## config.mk

```make
export PLATFORM = sky130hd
export DESIGN_NAME = alarm_ram_arbiter
export DESIGN_NICKNAME = d
export VERILOG_FILES = /design/src/rtl/alarm_pkg.sv /design/src/rtl/alarm_rr_grant.sv /design/src/rtl/alarm_ram_arbiter.sv
export SDC_FILE = /design/constraint.sdc
export NUM_CORES = 1
export LEC_CHECK = 0
export CORE_AREA = 2 2 99 101
export DETAILED_ROUTE_END_ITERATION = 7
export DIE_AREA = 0 0 101 103
export GPL_TIMING_DRIVEN = 0
export HOLD_SLACK_MARGIN = 0.15
export PLACE_DENSITY = 0.86
export SYNTH_ARGS = -nofsm -noshare
export SYNTH_HDL_FRONTEND = slang
export SYNTH_SLANG_ARGS = --single-unit
```

## constraint.sdc

```tcl
create_clock -name clk -period 6.02 [get_ports clk]
set_clock_uncertainty 0.2 [all_clocks]
set_input_delay 1.204 -clock clk [delete_from_list [all_inputs] [get_ports clk]]
set_output_delay 1.204 -clock clk [all_outputs]
set_load 0.05 [all_outputs]
```

## src/rtl/alarm_pkg.sv

```systemverilog
// Shared definitions for the alarm RAM arbiter: default widths, hold counter
// type and the arbitration state encoding.
package alarm_pkg;

    localparam int ADDR_W_DEF   = 13;
    localparam int DATA_W_DEF   = 32;
    localparam int MAX_HOLD_DEF = 4;

    // Hold counter is 4 bits wide so MAX_HOLD may range over 1..15.
    typedef logic [3:0] hold_t;

    typedef enum logic [1:0] {
        IDLE = 2'd0,
        OWN0 = 2'd1,
        OWN1 = 2'd2
    } arb_state_e;

    // Saturating increment of the hold counter, capped at the hold limit.
    function automatic hold_t hold_inc(input hold_t cnt, input hold_t limit);
        hold_t res;
        if (cnt >= limit) begin
            res = limit;
        end else begin
            res = cnt + 4'd1;
        end
        return res;
    endfunction

endpackage

```

## src/rtl/alarm_rr_grant.sv

```systemverilog
// Two-way round-robin grant with a bounded hold window. The grant is decided
// combinationally from the registered owner state and the live requests; the
// owner, last winner and run length are registered.
module alarm_rr_grant
    import alarm_pkg::*;
#(
    parameter int MAX_HOLD = MAX_HOLD_DEF
) (
    input  logic clk,
    input  logic reset,
    input  logic req0,
    input  logic req1,
    output logic grant0,
    output logic grant1
);

    localparam hold_t MAX_HOLD_C = hold_t'(MAX_HOLD);

    arb_state_e state_r;
    arb_state_e state_next_s;
    hold_t      hold_r;
    hold_t      hold_next_s;
    logic       last_r;
    logic       last_next_s;
    logic       grant0_s;
    logic       grant1_s;

    // State register: owner, consecutive-grant count and last winner.
    always_ff @(posedge clk or posedge reset) begin
        if (reset) begin
            state_r <= IDLE;
            hold_r  <= 4'd0;
            last_r  <= 1'b1;
        end else begin
            state_r <= state_next_s;
            hold_r  <= hold_next_s;
            last_r  <= last_next_s;
        end
    end

    // Next-state logic: follow whichever port won this cycle.
    always_comb begin
        state_next_s = IDLE;
        hold_next_s  = 4'd0;
        last_next_s  = last_r;
        if (grant0_s) begin
            state_next_s = OWN0;
            last_next_s  = 1'b0;
            if (state_r == OWN0) begin
                hold_next_s = hold_inc(hold_r, MAX_HOLD_C);
            end else begin
                hold_next_s = 4'd1;
            end
        end else if (grant1_s) begin
            state_next_s = OWN1;
            last_next_s  = 1'b1;
            if (state_r == OWN1) begin
                hold_next_s = hold_inc(hold_r, MAX_HOLD_C);
            end else begin
                hold_next_s = 4'd1;
            end
        end else begin
            state_next_s = IDLE;
            hold_next_s  = 4'd0;
        end
    end

    // Output logic: pick the winner; nothing is granted while in reset.
    always_comb begin
        grant0_s = 1'b0;
        grant1_s = 1'b0;
        if (reset) begin
            grant0_s = 1'b0;
            grant1_s = 1'b0;
        end else begin
            case (state_r)
                IDLE: begin
                    if (req0 && req1) begin
                        // Tie: the port that did not win last time goes first.
                        grant0_s = last_r;
                        grant1_s = ~last_r;
                    end else begin
                        grant0_s = req0;
                        grant1_s = req1 & ~req0;
                    end
                end
                OWN0: begin
                    if (req0 && (!req1 || hold_r < MAX_HOLD_C)) begin
                        grant0_s = 1'b1;
                    end else begin
                        grant1_s = req1;
                    end
                end
                OWN1: begin
                    if (req1 && (!req0 || hold_r < MAX_HOLD_C)) begin
                        grant1_s = 1'b1;
                    end else begin
                        grant0_s = req0;
                    end
                end
                default: begin
                    grant0_s = 1'b0;
                    grant1_s = 1'b0;
                end
            endcase
        end
    end

    assign grant0 = grant0_s;
    assign grant1 = grant1_s;

endmodule

```

## src/rtl/alarm_ram_arbiter.sv

```systemverilog
// Shares the single-port alarm RAM between the CPU data master (m0) and the
// alarm/display scanner (m1). One access per cycle; the winner's request is
// steered to the RAM in the same cycle and read data comes back one cycle
// later on the port that issued the read.
module alarm_ram_arbiter
    import alarm_pkg::*;
#(
    parameter int ADDR_W   = ADDR_W_DEF,
    parameter int DATA_W   = DATA_W_DEF,
    parameter int MAX_HOLD = MAX_HOLD_DEF
) (
    input  logic                  clk,
    input  logic                  reset,
    input  logic [ADDR_W-1:0]     m0_address,
    input  logic [DATA_W/8-1:0]   m0_byteenable,
    input  logic                  m0_read,
    input  logic                  m0_write,
    input  logic [DATA_W-1:0]     m0_writedata,
    output logic                  m0_waitrequest,
    output logic [DATA_W-1:0]     m0_readdata,
    output logic                  m0_readdatavalid,
    input  logic [ADDR_W-1:0]     m1_address,
    input  logic [DATA_W/8-1:0]   m1_byteenable,
    input  logic                  m1_read,
    input  logic                  m1_write,
    input  logic [DATA_W-1:0]     m1_writedata,
    output logic                  m1_waitrequest,
    output logic [DATA_W-1:0]     m1_readdata,
    output logic                  m1_readdatavalid,
    output logic [ADDR_W-1:0]     ram_address,
    output logic [DATA_W/8-1:0]   ram_byteenable,
    output logic                  ram_chipselect,
    output logic                  ram_write,
    output logic [DATA_W-1:0]     ram_writedata,
    output logic                  ram_clken,
    input  logic [DATA_W-1:0]     ram_readdata
);

    logic              req0_s;
    logic              req1_s;
    logic              grant0_s;
    logic              grant1_s;
    logic              rd_accept_s;
    logic              rd_port_s;
    logic              pend_valid_r;
    logic              pend_port_r;
    logic              rdv0_s;
    logic              rdv1_s;
    logic [DATA_W-1:0] held0_r;
    logic [DATA_W-1:0] held1_r;

    // A write-plus-read on one port is still a single request; the write wins.
    assign req0_s = m0_read | m0_write;
    assign req1_s = m1_read | m1_write;

    alarm_rr_grant #(
        .MAX_HOLD (MAX_HOLD)
    ) u_grant (
        .clk    (clk),
        .reset  (reset),
        .req0   (req0_s),
        .req1   (req1_s),
        .grant0 (grant0_s),
        .grant1 (grant1_s)
    );

    // Steer the winning request onto the RAM port and flag accepted reads.
    always_comb begin
        ram_address    = '0;
        ram_byteenable = '0;
        ram_chipselect = 1'b0;
        ram_write      = 1'b0;
        ram_writedata  = '0;
        rd_accept_s    = 1'b0;
        rd_port_s      = 1'b0;
        if (grant0_s) begin
            ram_address    = m0_address;
            ram_byteenable = m0_byteenable;
            ram_chipselect = 1'b1;
            ram_write      = m0_write;
            ram_writedata  = m0_writedata;
            rd_accept_s    = ~m0_write;
            rd_port_s      = 1'b0;
        end else if (grant1_s) begin
            ram_address    = m1_address;
            ram_byteenable = m1_byteenable;
            ram_chipselect = 1'b1;
            ram_write      = m1_write;
            ram_writedata  = m1_writedata;
            rd_accept_s    = ~m1_write;
            rd_port_s      = 1'b1;
        end else begin
            ram_chipselect = 1'b0;
            ram_write      = 1'b0;
        end
    end

    assign ram_clken = 1'b1;

    // Only a requesting loser is stalled; every port stalls while in reset.
    assign m0_waitrequest = reset | (req0_s & ~grant0_s);
    assign m1_waitrequest = reset | (req1_s & ~grant1_s);

    // One-deep read-return tag: the RAM answers exactly one cycle later, so a
    // single entry sustains one read per cycle.
    always_ff @(posedge clk or posedge reset) begin
        if (reset) begin
            pend_valid_r <= 1'b0;
            pend_port_r  <= 1'b0;
        end else begin
            pend_valid_r <= rd_accept_s;
            pend_port_r  <= rd_port_s;
        end
    end

    assign rdv0_s = pend_valid_r & ~pend_port_r;
    assign rdv1_s = pend_valid_r &  pend_port_r;

    // Hold the most recent returned word per port for cycles without a return.
    always_ff @(posedge clk or posedge reset) begin
        if (reset) begin
            held0_r <= '0;
            held1_r <= '0;
        end else begin
            if (rdv0_s) begin
                held0_r <= ram_readdata;
            end
            if (rdv1_s) begin
                held1_r <= ram_readdata;
            end
        end
    end

    assign m0_readdatavalid = rdv0_s;
    assign m1_readdatavalid = rdv1_s;
    assign m0_readdata      = rdv0_s ? ram_readdata : held0_r;
    assign m1_readdata      = rdv1_s ? ram_readdata : held1_r;

endmodule
```

==> metrics <==
data required time of the worst path 4620 ps; CP Max Fanout 10; htree depth 3; Avg WL per Cell between 15 and 20 microns; CTS tree yes; port bufs 254; hpwl dp around 9 mm; antenna cell count 0; crit share post-route 87.0%; max_cap viols 0; # resized after CTS 0; WHS 298 ps; Die Y 103 microns; syn_area_per_cell 13.6 sq um; Hold Crit Class flop to flop; Leak around 2.6 nW; CTS buffer count 9; crit path cell chain clkdlybuf4s50_1 -> nor2_1 -> o311ai_1 -> a21oi_4 -> buf_4 -> o21ai_0 -> clkdlybuf4s50_1; final wirelength 11.3 mm; max-slew violations 0; type of origin of the critical path primary input; Post-CTS Setup Bufs 0; total power 0.00370 W; stages on the worst setup path 7; DRC 0; Final min period 5240 ps; CTS root buffer clkbuf_8; worst stage delay on the critical path 860 ps; total track usage 20.7%; area of the core ~9500 sq um; CTS Hold Bufs 0; slowest cell on the critical path clkdlybuf4s50_1; Initial DRC Count 98; ratio of cells with drive above 1 in the final layout 19.6%; row cnt 36; Least-Margin Pin Slew 896 ps; Synth top area share 53.6%; die width 101 microns; CP arrival about 3800 ps; met3 WL 830 microns; Clock Sinks 72; starting density of the core roughly a third; Placer Congestion 0.777; Setup violations, final 0; Finished Cell Area 6200 sq um; top cells by area, synth dfrtp_1, mux2_2, a22o_1, buf_2, buf_4; DRT antenna net count 0; largest net degree at the start of global routing 75; Worst Setup SP m0_write; Net Count, Synth 381; pwr/cell area around 600 nW/um^2; routed metal-1 wire length 4.54 mm; Clock Path Buffers 2; Pre-antenna DRT Iters 4; NumNets Final 646; Reg clk slew, reported paths 70 ps; maximum vdd ir drop approximately 0.39 mV; cell count after synthesis 244; Unique masters post-synth 29; Max Fclk 0.191 GHz; vias in the first global route ~3300; Die Area ~10000 sq um; worst r2r path cells 5; uppermost routed layer met4; GR Overflow Total 0; first-pass GRT wire length 16.6 mm; Buf+Inv Stages, Crit Path 3; R2R Setup Slk 4000 ps; ys async rst share 100%; Synth Cell Area 3310 sq um; final hold vios 0; Vias/cell 5.02; r2r startpoint pend_port_r; synthesis-to-layout area growth 87.2%; worst skew pair latency 330 ps; crit-path leading delay family buffers and inverters; CP Class primary input to output port; CP endpoint m1_waitrequest; area post-placement between 6000 and 7000 sq um; met2 wire len 5.87 mm; IO Pins 256; synth warn 0; status complete, no violations; Post-synth EDFFs 0; Post-synth top flop dfrtp_1; Top cell by count, worst path clkdlybuf4s50_1; DR vias 3150; unrepaired setup endpoints after global routing false; worst r2r dst held0_r[14]; sequential fraction of the synthesis area 54.4%; largest area contributor in the netlist dfrtp_1; number of antenna violations at the first check in global routing 0; relative slew slack 40.3%; Crit. End Element output port; Seq cells post-synth 72
-- worst min-delay path by stage --
stage	start	end	slack (ps)	cells past startpoint
2_1_floorplan	u_grant.last_r	u_grant.last_r	280	2
3_3_place_gp	held1_r[25]	held1_r[25]	280	1
3_5_place_dp	held1_r[19]	held1_r[19]	290	1
4_1_cts	held1_r[2]	held1_r[2]	300	1
5_1_grt	held1_r[31]	held1_r[31]	310	1
6_report	held1_r[2]	held1_r[2]	300	1
-- cells by family after synthesis --
| group | after synthesis | share of synthesized area, % |
|---|---|---|
| mux | 64 | 21.8 |
| flops | 72 | 54.4 |
| buf+inv | 26 | 4.19 |
| other cells | 2 | 0.227 |
| compound gates | 67 | 17.1 |
| fa+ha+maj | 1 | 0.378 |
| simple gates | 12 | 1.89 |
-- power breakdown --
group / leakage (nW) / switching [W] / internal (W)
clock network: 0.0968 / 0.000180 / 0.000205
logic: 1.62 / 0.00163 / 0.000905
registers: 0.852 / 0.0000619 / 0.000715
-- sequential cells by signal (all words and copies together), names as in the netlist --
name / flops
u_grant.state_r: 1
u_grant.last_r: 1
pend_port_r: 1
u_grant.hold_r: 4
pend_valid_r: 1
held1_r: 32
held0_r: 32
-- synth_stat cells (2+ instances only) --
cell / instances
dfrtp_1: 71
o21ai_0: 4
inv_1: 5
buf_2: 12
a21oi_1: 2
nor3_1: 2
nor2_1: 3
nand2_1: 2
buf_4: 7
mux2_2: 64
conb_1: 2
a22o_1: 51
a211oi_1: 2
nor2b_1: 2
-- final cells by class --
class,count,area [sq um]
timing repair buffer,254,2540
inverter,6,25.0
multi-input combinational,146,1370
tap,114,143
clock inverter,4,55.1
fill,717,3260
clock buffer,12,145
sequential,72,1800
buffer,20,116
-- worst register-to-register path, delay by kind of cell (launching register included) --
family | cells | cell delay, ps
flip-flops | 1 | 410
AND/OR/NAND/NOR | 1 | 120
buffers and inverters | 3 | 790
multiplexers | 1 | 390
-- through the flow --
step / setup slack [ps] / TNS [ps] / cells / utilization [%]
final: 780 / 0 / 628 / 65.6
after global routing: 635 / 0 / 628 / 65.6
after CTS: 786 / 0 / 628 / 65.6
after detailed placement: 780 / 0 / 612 / 63.4
after global placement: -427 / -469 / 612 / 63.4
after floorplan: 661 / 0 / 244 / -
-- cells in the final DEF (no fill, tap or decap), drive strengths merged, types with 2 or more instances in the layout --
cell	count
clkdlybuf4s50	254
dfrtp	71
mux2	64
a22o	51
buf	19
clkbuf	13
inv	6
o21ai	4
nor2	3
a21oi	3
nor3	2
a211oi	2
nor2b	2
nand2	2
conb	2
clkinv	2
-- routing by layer --
metal | vias to the layer above | track usage (%)
met4 | 0 | 5.30
li1 | 1450 | -
met3 | 8 | 5.90
met2 | 149 | 36.1
met5 | - | 0
met1 | 1543 | 25.5
Note: power is estimated with default switching activity, not from simulation.
